**config.mk**
```make
export PLATFORM = sky130hd
export DESIGN_NAME = opc5_mem_arbiter
export DESIGN_NICKNAME = d
export VERILOG_FILES = /design/src/rtl/opc5_mem_arbiter.sv
export SDC_FILE = /design/constraint.sdc
export NUM_CORES = 1
export LEC_CHECK = 0
export ABC_AREA = 1
export BUFFER_PORTS_ARGS = -buffer_cell sky130_fd_sc_hd__buf_2
export CAP_MARGIN = 20
export CORE_UTILIZATION = 40
export DETAILED_ROUTE_END_ITERATION = 6
export PLACE_DENSITY_LB_ADDON = 0.15
export SLEW_MARGIN = 20
export SYNTH_ARGS = -nofsm -noshare
export SYNTH_HDL_FRONTEND = slang
export SYNTH_SLANG_ARGS = --single-unit
```
**constraint.sdc**
```tcl
create_clock -name clk -period 2.68 [get_ports clk]
set_clock_uncertainty 0.1 [all_clocks]
set_input_delay 0.402 -clock clk [delete_from_list [all_inputs] [get_ports clk]]
set_output_delay 0.402 -clock clk [all_outputs]
set_load 0.05 [all_outputs]
```
**src/rtl/opc5_mem_arbiter.sv**
```systemverilog
// Arbitrates the single-port async-read RAM between the opc5 CPU (stalled via cpu_ce)
// and a DMA/loader port that gets bounded bursts followed by a guaranteed CPU slot.
module opc5_mem_arbiter #(
    parameter int ADDR_W        = 16,
    parameter int DATA_W        = 16,
    parameter int DMA_BURST_MAX = 8,
    parameter int CPU_SLOT_MIN  = 2
) (
    input  logic              clk,
    input  logic              reset_b,
    input  logic [ADDR_W-1:0] cpu_address,
    input  logic [DATA_W-1:0] cpu_dataout,
    input  logic              cpu_rnw,
    output logic [DATA_W-1:0] cpu_datain,
    output logic              cpu_ce,
    input  logic              dma_req,
    input  logic              dma_rnw,
    input  logic [ADDR_W-1:0] dma_addr,
    input  logic [DATA_W-1:0] dma_wdata,
    output logic              dma_gnt,
    output logic [DATA_W-1:0] dma_rdata,
    output logic              dma_rvalid,
    output logic [ADDR_W-1:0] mem_addr,
    output logic [DATA_W-1:0] mem_wdata,
    output logic              mem_we,
    input  logic [DATA_W-1:0] mem_rdata,
    output logic [1:0]        state_dbg
);

    localparam int BW = (DMA_BURST_MAX < 1) ? 1 : $clog2(DMA_BURST_MAX + 1);
    localparam int SW = (CPU_SLOT_MIN < 1) ? 1 : $clog2(CPU_SLOT_MIN + 1);
    localparam logic [BW-1:0] BURST_LIMIT = BW'(DMA_BURST_MAX);
    localparam logic [BW-1:0] BURST_ONE   = BW'(1);
    localparam logic [SW-1:0] SLOT_LIMIT  = SW'(CPU_SLOT_MIN);
    localparam logic [SW-1:0] SLOT_ONE    = SW'(1);

    typedef enum logic [1:0] {
        S_CPU   = 2'd0,
        S_DMA   = 2'd1,
        S_YIELD = 2'd2
    } state_t;

    state_t          state, state_nx;
    logic [BW-1:0]   burst_cnt, burst_nx;
    logic [SW-1:0]   slot_cnt, slot_nx;
    logic            dma_xfer;

    always_ff @(posedge clk or negedge reset_b) begin
        if (!reset_b) begin
            state     <= S_CPU;
            burst_cnt <= '0;
            slot_cnt  <= '0;
        end else begin
            state     <= state_nx;
            burst_cnt <= burst_nx;
            slot_cnt  <= slot_nx;
        end
    end

    always_comb begin
        state_nx = state;
        burst_nx = burst_cnt;
        slot_nx  = slot_cnt;
        case (state)
            S_CPU: begin
                if (dma_req) begin
                    state_nx = S_DMA;
                    burst_nx = BURST_ONE;
                end
            end
            S_DMA: begin
                if (!dma_req) begin
                    state_nx = S_CPU;
                end else if ((DMA_BURST_MAX != 0) && (burst_cnt == BURST_LIMIT)) begin
                    state_nx = S_YIELD;
                    slot_nx  = SLOT_ONE;
                end else if (burst_cnt != {BW{1'b1}}) begin
                    // Saturate so an unlimited burst never wraps back to a small count.
                    burst_nx = burst_cnt + BURST_ONE;
                end
            end
            S_YIELD: begin
                if (slot_cnt == SLOT_LIMIT) begin
                    if (dma_req) begin
                        state_nx = S_DMA;
                        burst_nx = BURST_ONE;
                    end else begin
                        state_nx = S_CPU;
                    end
                end else begin
                    slot_nx = slot_cnt + SLOT_ONE;
                end
            end
            default: state_nx = S_CPU;
        endcase
    end

    // Handshake: dma_req is the valid and dma_gnt the ready; one word moves on every
    // rising clk where both are high, and the DMA must hold addr/rnw/wdata until then.
    assign dma_gnt    = (state == S_DMA);
    assign cpu_ce     = !dma_gnt;
    assign dma_xfer   = dma_gnt & dma_req;
    assign state_dbg  = state;
    assign cpu_datain = mem_rdata;
    assign mem_addr   = dma_gnt ? dma_addr : cpu_address;
    assign mem_wdata  = dma_gnt ? dma_wdata : cpu_dataout;
    assign mem_we     = reset_b & (dma_gnt ? (dma_req & ~dma_rnw) : ~cpu_rnw);

    always_ff @(posedge clk or negedge reset_b) begin
        if (!reset_b) begin
            dma_rvalid <= 1'b0;
            dma_rdata  <= '0;
        end else begin
            dma_rvalid <= dma_xfer & dma_rnw;
            if (dma_xfer && dma_rnw) begin
                dma_rdata <= mem_rdata;
            end
        end
    end

endmodule

```
==> metrics.yaml <==
fin_nets: 485
cts_buffer_depth: 2
synthTopCellsByCount: "172 x nand2_1, 25 x dfrtp_1, 19 x buf_4"
syn_to_final_growth_pct: 43.1
cts_tree: "yes"
overflow: 0
p_leak_nw: 1.59
finalSetupViolations: 0
crit_fanout: 40
synth.area.top_cells: "nand2_1 39%, dfrtp_1 37%, buf_4 8.5%"
clk_pin_slew_worst_paths_ns: 0.09
required_ns: 2.18
layout_min_cycle_time_ns: 2.33
rsz0062_at_grt: "no"
place_hpwl_um: 3450
power.total_mw: 3.58
dieArea_mm2: 0.00443
avgSynthCellArea_um2: 6.40
status: "completed"
die_w_um: 66.6
slew_headroom_pct: 63.7
placement_rows: 23
dr.max_layer_used: "met4"
finalWirelength_um: 4450
worstSetupPathType: "register to output port"
synth.most_common_cell: "nand2_1"
synth_top_cell_by_area: "nand2_1"
antenna_found_initial: 0
crit_family: "buffers and inverters"
cts-root-buf: "clkbuf_8"
fmax_ghz: 0.429
crit_slowest_cell: "dfrtp_1"
ys.flop_type: "dfrtp_1"
wl_per_cell_um: 9.98
postCtsSetupBuffers: 0
clock_tree.htree_level_count: 1
dr_wl_met3_um: 384
cts_buffers: 3
drive_gt1_share_pct: 42.2
synth-edff-count: 0
netlist_instances: 261
via_count: 1961
ys_warn_count: 0
track_usage_pct: 19.0
place_congestion: 0.811
cts_sinks: 25
clk_latency_ns: 0.26
critical_path.cell_chain: "inv_2 > nor2_4 > buf_4 > nand2_2 > nor2_1 > o21a_1 > buf_2"
ios: 155
cp.buffers_inverters: 3
endpoint_kind: "output port"
hp-class: "primary input to asynchronous set/reset pin"
coreArea_mm2: 0.00400
synth_seq_cells: 25
arrival_ns: 1.83
grt_pass1_vias: 1596
num_antenna_cells: 0
maxSlewViolCount: 0
portBuffers: 154
ant_nets: 0
tightestPinTransition_ns: 0.544
drt-met1-wl_um: 1860
grt_max_degree: 41
async_reset_ff_share_pct: 100
drt_first_iter_violations: 38
p_per_area_mw_per_mm2: 1500
startpoint_type: "register"
grt_pass1_wl_um: 6530
synth_top_area_share_pct: 38.7
syn_area_mm2: 0.00167
firstDrtPassIters: 4
peakVddDrop_v: 0.000735
tns_ns: 0
start_util_pct: 41.7
dr_wl_met2_um: 2170
cpPeakStageDelay_ns: 0.40
ys_seq_area_share_pct: 37.5
finalHoldViolations: 0
synth.distinct_cells: 22
maxCapViolCount: 0
viasPerCell: 4.40
die-height_um: 66.6
finalCritPeriodShare_pct: 87.0
syn-num-nets: 349
remaining_drc_errors: 0
stage by stage:
stage	hold WS, ns	cells	area [um2]	utilization [%]	setup slack, ns
2_1_floorplan	0.00641	261	1670	-	0.405
3_3_place_gp	0.329	442	2340	58.5	0.421
3_5_place_dp	0.337	442	2340	58.5	0.400
4_1_cts	0.0400	446	2380	59.6	0.0867
5_1_grt	0.0529	446	2390	59.7	0.173
6_report	0.0346	446	2390	59.7	0.348
report_power, final:
group,internal (mW),leakage (nW),switching (mW)
Sequential,0.550,0.316,0.117
Combinational,0.569,1.25,2.13
Clock,0.104,0.0255,0.118
final timing paths:
| kind | start | endpoint | slack, ns | depth (start not counted) |
|---|---|---|---|---|
| worst max-delay path | state_dbg[0] | mem_we | 0.35 | 7 |
| worst min-delay path | reset_b | dma_rdata[5] | 0.03 | 2 |
| worst max register to register | state_dbg[0] | dma_rdata[13] | 0.85 | 9 |
| worst min register to register | dma_rdata[11] | dma_rdata[11] | 0.38 | 2 |
| max in group asynchronous | reset_b | burst_cnt[2] | 2.21 | 2 |
| min in group clk | mem_rdata[10] | dma_rdata[10] | 0.23 | 3 |
cell families (layout without fill, tap and decap cells):
logic type	Yosys count	after routing	synth area share, %
AND/OR/NAND/NOR	189	189	44.5
buffers and inverters	39	174	13.9
AO/OA/AOI/OAI	4	4	1.35
adder cells (fa/ha/maj)	3	3	2.25
XOR/XNOR	1	1	0.525
flip-flops	25	25	37.5
layer usage:
metal | track usage [%] | vias up
li1 | - | 1035
met1 | 21.1 | 833
met2 | 36.9 | 88
met3 | 3.08 | 5
met4 | 4.79 | 0
met5 | 0 | -
timing repair:
action                     in CTS  in global routing
hold buffers                    0                  0
setup endpoints to repair       0                 33
resized for setup               0                  1
sequential cells by signal, indices dropped and copies added, names as in the netlist:
name and cells:
burst_cnt 4, dma_rdata 16, dma_rvalid 1, slot_cnt 2, state_dbg 2
layout make-up:
type	count	area, um2
fill	386	1610
sequential	25	626
tap	50	62.6
inverter	14	57.6
timing repair buffer	156	786
clock buffer	3	41.3
multi-input combinational	197	811
clock inverter	1	5.00
layout by cell type (no fill, tap or decap), drive strengths merged, types with 2 or more instances in the layout:
cell type  count
clkinv         2
ha             3
nand2        174
nand3          6
buf          156
o21ai          2
dfrtp         25
clkbuf         3
inv           12
nor2           6
No activity file was read; power rests on OpenSTA's default activity.
